**src/rtl/btn_pkg.sv**
```systemverilog
// Shared types and helpers for the push-button conditioner.
// Default constants assume a 50 MHz clock.
package btn_pkg;

  // Per-channel debounce FSM states
  typedef enum logic [1:0] {
    IDLE         = 2'd0,
    PRESS_WAIT   = 2'd1,
    HELD         = 2'd2,
    RELEASE_WAIT = 2'd3
  } btn_state_t;

  // 50 MHz defaults: 1.5 ms debounce, 0.5 s first repeat, 0.1 s repeat period
  localparam int DEF_NUM_BTN         = 4;
  localparam int DEF_ACTIVE_LOW      = 1;
  localparam int DEF_DEBOUNCE_CYCLES = 75000;
  localparam int DEF_REPEAT_DELAY    = 25000000;
  localparam int DEF_REPEAT_RATE     = 5000000;

  // Counter width: ceil(log2(max)), at least one bit. Counters only ever
  // hold max-1 down to 0, so this is always wide enough.
  function automatic int btn_cnt_w(input int max);
    int w;
    w = 1;
    while ((w < 31) && ((1 << w) < max)) w++;
    return w;
  endfunction

endpackage

```
**src/rtl/button_debounce_chan.sv**
```systemverilog
// One button channel: 2-flop synchroniser, debounce FSM, debounce and
// repeat counters, registered level and tick outputs.
// Optional feature macro: BTN_AUTOREPEAT_EN (compiles in the repeat counter
// and repeat_tick; otherwise repeat_tick is tied low).
module button_debounce_chan
  import btn_pkg::*;
#(
  parameter int ACTIVE_LOW      = DEF_ACTIVE_LOW,
  parameter int DEBOUNCE_CYCLES = DEF_DEBOUNCE_CYCLES,
  parameter int REPEAT_DELAY    = DEF_REPEAT_DELAY,
  parameter int REPEAT_RATE     = DEF_REPEAT_RATE
) (
  input  logic clk,
  input  logic reset_n,
  input  logic btn_in,
  output logic held,
  output logic press_tick,
  output logic release_tick,
  output logic repeat_tick
);

  localparam int CNT_MAX_DR = (DEBOUNCE_CYCLES > REPEAT_DELAY) ? DEBOUNCE_CYCLES : REPEAT_DELAY;
  localparam int CNT_MAX    = (CNT_MAX_DR > REPEAT_RATE) ? CNT_MAX_DR : REPEAT_RATE;
  localparam int CNT_W      = btn_cnt_w(CNT_MAX);

  localparam logic [CNT_W-1:0] DLOAD    = CNT_W'(DEBOUNCE_CYCLES - 1);
  localparam logic             IDLE_LVL = (ACTIVE_LOW != 0);

  logic [1:0]       sync_q;
  logic             p;
  btn_state_t       state_q, state_d;
  logic [CNT_W-1:0] dcnt_q, dcnt_d;
  logic             held_q, held_d;
  logic             press_q, press_d;
  logic             release_q, release_d;

`ifdef BTN_AUTOREPEAT_EN
  localparam logic [CNT_W-1:0] RDLOAD = CNT_W'(REPEAT_DELAY - 1);
  localparam logic [CNT_W-1:0] RRLOAD = CNT_W'(REPEAT_RATE - 1);
  logic [CNT_W-1:0] rcnt_q, rcnt_d;
  logic             repeat_q, repeat_d;
`endif

  // Bring the raw pin into the clock domain; reset to the released level
  always_ff @(posedge clk or negedge reset_n) begin
    if (!reset_n) sync_q <= {2{IDLE_LVL}};
    else          sync_q <= {sync_q[0], btn_in};
  end

  // Polarity-corrected pressed flag (1 = pressed)
  assign p = sync_q[1] ^ IDLE_LVL;

  // Next-state, counter and tick decode; zero test always precedes decrement
  always_comb begin
    state_d   = state_q;
    dcnt_d    = dcnt_q;
    held_d    = held_q;
    press_d   = 1'b0;
    release_d = 1'b0;
`ifdef BTN_AUTOREPEAT_EN
    rcnt_d    = rcnt_q;
    repeat_d  = 1'b0;
`endif
    case (state_q)
      IDLE: begin
        if (p) begin
          state_d = PRESS_WAIT;
          dcnt_d  = DLOAD;
        end
      end
      PRESS_WAIT: begin
        if (!p) begin
          state_d = IDLE;
        end else if (dcnt_q == '0) begin
          state_d = HELD;
          press_d = 1'b1;
          held_d  = 1'b1;
`ifdef BTN_AUTOREPEAT_EN
          rcnt_d  = RDLOAD;
`endif
        end else begin
          dcnt_d = dcnt_q - CNT_W'(1);
        end
      end
      HELD: begin
        if (!p) begin
          state_d = RELEASE_WAIT;
          dcnt_d  = DLOAD;
        end
`ifdef BTN_AUTOREPEAT_EN
        else if (rcnt_q == '0) begin
          repeat_d = 1'b1;
          rcnt_d   = RRLOAD;
        end else begin
          rcnt_d = rcnt_q - CNT_W'(1);
        end
`endif
      end
      RELEASE_WAIT: begin
        if (p) begin
          state_d = HELD;
        end else if (dcnt_q == '0) begin
          state_d   = IDLE;
          release_d = 1'b1;
          held_d    = 1'b0;
        end else begin
          dcnt_d = dcnt_q - CNT_W'(1);
        end
      end
      default: state_d = IDLE;
    endcase
  end

  // State, counters and registered outputs
  always_ff @(posedge clk or negedge reset_n) begin
    if (!reset_n) begin
      state_q   <= IDLE;
      dcnt_q    <= '0;
      held_q    <= 1'b0;
      press_q   <= 1'b0;
      release_q <= 1'b0;
    end else begin
      state_q   <= state_d;
      dcnt_q    <= dcnt_d;
      held_q    <= held_d;
      press_q   <= press_d;
      release_q <= release_d;
    end
  end

`ifdef BTN_AUTOREPEAT_EN
  // Repeat counter and tick, frozen outside HELD
  always_ff @(posedge clk or negedge reset_n) begin
    if (!reset_n) begin
      rcnt_q   <= '0;
      repeat_q <= 1'b0;
    end else begin
      rcnt_q   <= rcnt_d;
      repeat_q <= repeat_d;
    end
  end

  assign repeat_tick = repeat_q;
`else
  assign repeat_tick = 1'b0;
`endif

  assign held         = held_q;
  assign press_tick   = press_q;
  assign release_tick = release_q;

endmodule

```
**src/rtl/button_debounce_array.sv**
```systemverilog
// Multi-channel push-button conditioner: NUM_BTN independent debounce
// channels with press/release/repeat ticks and a clean held level.
// Optional feature macro: BTN_AUTOREPEAT_EN (auto-repeat ticks while held).
module button_debounce_array
  import btn_pkg::*;
#(
  parameter int NUM_BTN         = DEF_NUM_BTN,
  parameter int ACTIVE_LOW      = DEF_ACTIVE_LOW,
  parameter int DEBOUNCE_CYCLES = DEF_DEBOUNCE_CYCLES,
  parameter int REPEAT_DELAY    = DEF_REPEAT_DELAY,
  parameter int REPEAT_RATE     = DEF_REPEAT_RATE
) (
  input  logic               clk,
  input  logic               reset_n,
  input  logic [NUM_BTN-1:0] btn_in,
  output logic [NUM_BTN-1:0] held,
  output logic [NUM_BTN-1:0] press_tick,
  output logic [NUM_BTN-1:0] release_tick,
  output logic [NUM_BTN-1:0] repeat_tick
);

  // Elaboration-time parameter legality checks
  if (NUM_BTN < 1) begin : g_bad_num_btn
    $error("button_debounce_array: NUM_BTN must be >= 1");
  end
  if ((ACTIVE_LOW != 0) && (ACTIVE_LOW != 1)) begin : g_bad_active_low
    $error("button_debounce_array: ACTIVE_LOW must be 0 or 1");
  end
  if (DEBOUNCE_CYCLES < 1) begin : g_bad_debounce
    $error("button_debounce_array: DEBOUNCE_CYCLES must be >= 1");
  end
  if (REPEAT_DELAY < 1) begin : g_bad_delay
    $error("button_debounce_array: REPEAT_DELAY must be >= 1");
  end
  if (REPEAT_RATE < 1) begin : g_bad_rate
    $error("button_debounce_array: REPEAT_RATE must be >= 1");
  end

  // One independent conditioner per button; no cross-channel interaction
  for (genvar i = 0; i < NUM_BTN; i++) begin : g_chan
    button_debounce_chan #(
      .ACTIVE_LOW      (ACTIVE_LOW),
      .DEBOUNCE_CYCLES (DEBOUNCE_CYCLES),
      .REPEAT_DELAY    (REPEAT_DELAY),
      .REPEAT_RATE     (REPEAT_RATE)
    ) u_chan (
      .clk          (clk),
      .reset_n      (reset_n),
      .btn_in       (btn_in[i]),
      .held         (held[i]),
      .press_tick   (press_tick[i]),
      .release_tick (release_tick[i]),
      .repeat_tick  (repeat_tick[i])
    );
  end

endmodule

```
**config.mk**
```make
export PLATFORM = sky130hd
export DESIGN_NAME = button_debounce_array
export DESIGN_NICKNAME = d
export VERILOG_FILES = /design/src/rtl/btn_pkg.sv /design/src/rtl/button_debounce_chan.sv /design/src/rtl/button_debounce_array.sv
export SDC_FILE = /design/constraint.sdc
export NUM_CORES = 1
export LEC_CHECK = 0
export CAP_MARGIN = 20
export CORE_MARGIN = 1.5
export CORE_UTILIZATION = 40
export DETAILED_ROUTE_END_ITERATION = 10
export MAX_ROUTING_LAYER = met4
export PLACE_DENSITY_LB_ADDON = 0.12
export SLEW_MARGIN = 25
export SYNTH_ARGS = -nofsm -noshare
export SYNTH_HDL_FRONTEND = slang
export SYNTH_SLANG_ARGS = --single-unit
```
**constraint.sdc**
```tcl
create_clock -name clk -period 2.6 [get_ports clk]
set_clock_uncertainty 0.15 [all_clocks]
set_input_delay 0.52 -clock clk [delete_from_list [all_inputs] [get_ports clk]]
set_output_delay 0.52 -clock clk [all_outputs]
set_load 0.05 [all_outputs]
```
* Yosys cells after proc, flatten, opt, wreduce, memory -nomap -nowiden
Cells that the tools add are included.
** Cells by class
- Add/subtract/negate cells :: 4
- Equality and inequality tests :: 44
- Mux-type cells :: 92
- Reduce and logical (&&, ||, !) cells :: 24
** Operator list (number)
- $mux W25 :: 20
- $pmux W25 S4 :: 4
- $logic_not A25 Y1 :: 4
- $sub A25 B1 Y25 const B :: 4
- $mux W2 :: 24
- $mux W1 :: 36
- $ne A2 B1 Y1 const B :: 16
- $pmux W2 S4 :: 4
- $reduce_and A4 Y1 :: 8
- $reduce_and A5 Y1 :: 4
- $eq A2 B2 Y1 const B :: 8
- $ne A2 B2 Y1 const B :: 8
- $ne A3 B1 Y1 const B :: 4
- $ne A3 B3 Y1 const B :: 4
- $eq A2 B1 Y1 const B :: 4
- $logic_not A2 Y1 :: 4
- $pmux W1 S2 :: 4
- $reduce_bool A2 Y1 :: 4
** Word-level totals
- Register bits after elaboration :: 128
- Input port bits :: 6
- Logic and storage cells :: 188

* Logic depth before layout (Yosys ltp)
- Depth after elaboration :: 4
- Mapped depth :: 9

* By module
A second synthesis with hierarchy kept.
** Second synthesis, totals
- Cell total of the unflattened synthesis :: 699
- Area total of the unflattened synthesis :: 6774.0 µm²
** Modules (own cells, without submodules)
- button_debounce_chan (g_chan[0].u_chan ...) :: times used 3, cells each 174, area each 1680.4 µm², sequential area each 803.3 µm²
- button_debounce_chan (g_chan[3].u_chan) :: times used 1, cells each 177, area each 1732.9 µm², sequential area each 803.3 µm²

* Worst setup path after synthesis
No wires, ideal clock.
- Path type :: register -> register
- Start :: reg g_chan[2].u_chan.dcnt_q[0]
- End :: reg g_chan[2].u_chan.dcnt_q[8]
- Arrival :: 2408 ps
- Data required time :: 2324 ps
- Path slack :: -84 ps
- Stages on the path, launching flop included :: 9
- Path buffers :: 1
- Clock period less this slack :: 2684 ps
- Path through :: dfrtp_1 -> inv_1 -> ha_1 -> or4b_1 -> or4_1 -> or2_1 -> buf_6 -> and3_1 -> a221o_1
** On the way
- Word-level cells in the longest chain between the ends :: 4
** RTL lines
- from (decl) :: line button_debounce_chan.sv:32 : logic [CNT_W-1:0] dcnt_q, dcnt_d;
- from (signal assigned) :: line button_debounce_chan.sv:124 : dcnt_q <= dcnt_d;
- $sub A25 B1 Y25 or $logic_not A25 Y1 (tied branches)
- $mux W25 (*) :: line button_debounce_chan.sv:74, button_debounce_chan.sv:102
- $mux W25 (on tied branches) :: line button_debounce_chan.sv:100, button_debounce_chan.sv:72
- $pmux W25 S4 (*) :: line button_debounce_chan.sv:64 : case (state_q)
Every way passes the cells marked *; elsewhere a longest branch is shown, timed or not. The select of a mux whose other input is x is not followed.
A chain may end at the register's enable or synchronous reset.

* Final worst setup path
Ends and elaborated chain as after synthesis.

==> impl_metrics.toml <==
[worst_hold_path]
hold_class = "reg2reg"
hp-start = "g_chan[2].u_chan.sync_q[0]"

[grt]
grt_max_degree = 56
antenna_found_initial = 0
grt_pass1_wl_mm = 28.88
grt_use_met3_pct = 4.017
first_global_vias = 5868
grt_usage_pct = 20.47
grt-busiest-layer = "met2"
grt.met2_usage_pct = 31.57
gr-total-overflow = 0
grtUsageMet1_pct = 27.42

[floorplan]
rows = 47
top_level_ports = 22
dieArea_um2 = 18090
dieHeight_um = 134.5
core_area_um2 = 16760
fp.dieW_um = 134.5
start_util_pct = 41.26

[clock_tree]
cts_tree = "built"
clock_latency_ps = 420
htreeDepth = 4
cts_buffer_depth = 2
path_clk_slew_ps = 50
cts_buffers = 17
cts_root_buf = "clkbuf_16"
clock_sinks = 128

[synthesis]
synth.area.top_cells = "dfrtp_1, a21oi_1, nor2_1, or4_1, or3_1"
yosys_register_bits = 128
synth_ff_type = "dfrtp_1"
synthArstFlopShare_pct = 100.0
synth_warnings = 0
synth_top_cell_by_area = "dfrtp_1"
synth-edff-count = 0
synth_top_area_share_pct = 43.42
syn_inst = 735
seq_area_frac_synth_pct = 46.46
synthesis.area_um2 = 6915
synth_cell_types = 69
synth_area_per_cell_um2 = 9.409

[power_and_ir_drop]
p_leak_uw = 0.003324
powerDensity_nw_per_um2 = 555.8
finalPower_uw = 4671
ir_worst_vdd_v = 0.0005072
p_switching_uw = 1172
clock_power_share_pct = 47.2
p_int_uw = 3499
sw_frac_of_total_pct = 25.08
seqPwrFrac_pct = 45.0
comb_power_share_pct = 7.8

[sta]
worstMarginPinSlew_ps = 573.7
slew_headroom_pct = 61.46
slew_violations = 0
setup_viol = 0
post-route-period-util_pct = 97.91
rsz0062_at_grt = "yes"
clock.fmax_ghz = 0.3928
finalHoldViolCount = 0
fin_ws_ps = 54.44
setup_tns_ps = 0
post-route-min-period_ps = 2546

[drt]
drtAntennaViolNets = 0
drcViolationCount = 0
drt_iter0_drc = 387
firstDrtPassIters = 4
wl_mm = 16.65
vias_per_cell = 5.704
num_vias = 5932
routedWlPerCell_um = 16.01

[critical_path]
regToRegSetupSlack_ps = 50
cp_data_required_time_ps = 2740
worstPathMaxFanout = 3
endpoint = "g_chan[2].u_chan.dcnt_q[8]"
reg2reg_depth = 7
worstPathArrival_ps = 2690
crit_path_start_kind = "flip-flop"
crit_start = "g_chan[2].u_chan.dcnt_q[0]"
path_class = "reg2reg"
r2r_end = "g_chan[2].u_chan.dcnt_q[8]"
r2r-start = "g_chan[2].u_chan.dcnt_q[0]"
timing.critical_path.to_type = "flip-flop"

[run]
maxCapViolations = 0

[placed_design]
routabilityCongestion = 0.8750
post_dp_cell_area_um2 = 7716
dp_hpwl_mm = 11.52
port_buffers = 17
post-place-ws_ps = 21.37

[cells_and_area]
antennaDiodeCount = 0
fin_area_um2 = 8404
area_delta_synth_final_pct = 21.53
n_fill_cell = 1561
finish.net_count = 821
drive_gt1_share_pct = 18.29

[run_status]
status = "complete, no violations"
==> layer usage <==
layer  part of all wire, %  routed length, um  vias up
met5                     0                  0        -
met4                   1.1                176        0
met3                   3.2                529       15
met2                    47               7847       94
met1                    49               8099     2906
li1                      -                  -     2917
==> registers in the layout, summed over array words and instances (netlist names), named ones only <==
| signal | count |
|---|---|
| g_chan.u_chan.state_q | 4 |
| g_chan.u_chan.press_tick | 4 |
| g_chan.u_chan.release_tick | 4 |
| g_chan.u_chan.dcnt_q | 100 |
| g_chan.u_chan.sync_q | 8 |
| g_chan.u_chan.held | 4 |
==> placed cells by master, fill, tap and decap left out, types with 18 or more instances in the layout <==
master,instances
o21ai_0,30
nor2_1,67
nand4_1,18
nand2_1,43
or3_1,37
nor4_1,23
a21oi_1,51
dfrtp_1,120
buf_4,73
nor3_1,33
or4_1,29
nand3_1,29
==> repair_timing <==
action,CTS,global route
setup buffers,0,2
gates cloned,0,1
hold endpoints to repair,45,0
setup endpoints to repair,2,30
pin swaps,0,7
gates resized for setup,1,20
hold buffers,1,0
==> worst min path at each step <==
stage,end,cells past startpoint
final,g_chan[2].u_chan.sync_q[1],0
after global routing,g_chan[2].u_chan.sync_q[1],0
after CTS,g_chan[2].u_chan.sync_q[1],0
after detailed placement,g_chan[3].u_chan.sync_q[1],0
after global placement,g_chan[2].u_chan.sync_q[1],0
after floorplan,asynchronous set/reset pin,0
==> synthesized netlist by cell type (all sizes together) (3+ instances only) <==
master,count
and4,5
or2,4
nor3b,3
o31ai,18
nand4b,4
a311oi,4
nor4,29
nand3,29
nor3,35
xor2,12
clkbuf,25
and3,8
o21ai,31
dfrtp,120
a41o,3
o211ai,6
a211oi,7
and2,5
or4,33
a21oi,51
dfstp,8
nand2b,8
inv,14
nand2,43
nand4,18
nand3b,5
xnor2,15
or3,37
a31oi,13
buf,20
ha,8
a2111oi,3
nor2,67
mux2i,7
a211o,3
a22oi,3
==> final cells by class <==
| cell class | count | area, um^2 | share of cell area [%] |
|---|---|---|---|
| Multi-Input combinational cell | 550 | 3512 | 41.79 |
| Sequential cell | 128 | 3213 | 38.23 |
| Timing Repair Buffer | 95 | 800.8 | 9.528 |
| Clock buffer | 23 | 488.0 | 5.806 |
| Tap cell | 220 | 275.3 | 3.275 |
| Clock inverter | 9 | 58.81 | 0.6997 |
| Inverter | 15 | 56.30 | 0.6699 |
==> worst max-delay path: stages, from the launching register on <==
cell     delay, ps
dfrtp_1        390
inv_2          100
ha_4           140
or4b_4         450
or4_4          470
or2_4          280
and3_4         160
a221o_1        290
==> power by group through the flow <==
stage	combinational (uW)	sequential, uW	clock, uW
2_1_floorplan	206	2130	0
3_3_place_gp	342	2130	0
3_5_place_dp	351	2140	0
4_1_cts	355	2100	2260
5_1_grt	408	2110	2360
6_report	364	2100	2200
==> logic make-up (layout without fill, tap and decap cells) <==
logic type      count (synthesis)  in the layout  synth area share, %
mux                             8              8                1.176
fa+ha+maj                       8              8                1.447
flops                         128            128                46.46
other cells                     1              4              0.05423
buf+inv                        60            142                4.360
simple gates                  342            342                27.99
compound gates                161            161                15.09
xor+xnor                       27             27                3.420
==> stage by stage <==
| stage | utilization [%] | hold slack, ps | instances |
|---|---|---|---|
| after global routing | 50.15 | 213.8 | 1040 |
| after floorplan | - | 74.41 | 738 |
| after CTS | 49.38 | 205.9 | 1037 |
| after detailed placement | 46.04 | 197.0 | 1004 |
| final | 50.15 | 203.9 | 1040 |
| after global placement | 46.04 | 196.1 | 1004 |
(Power assumes the default switching activity.)
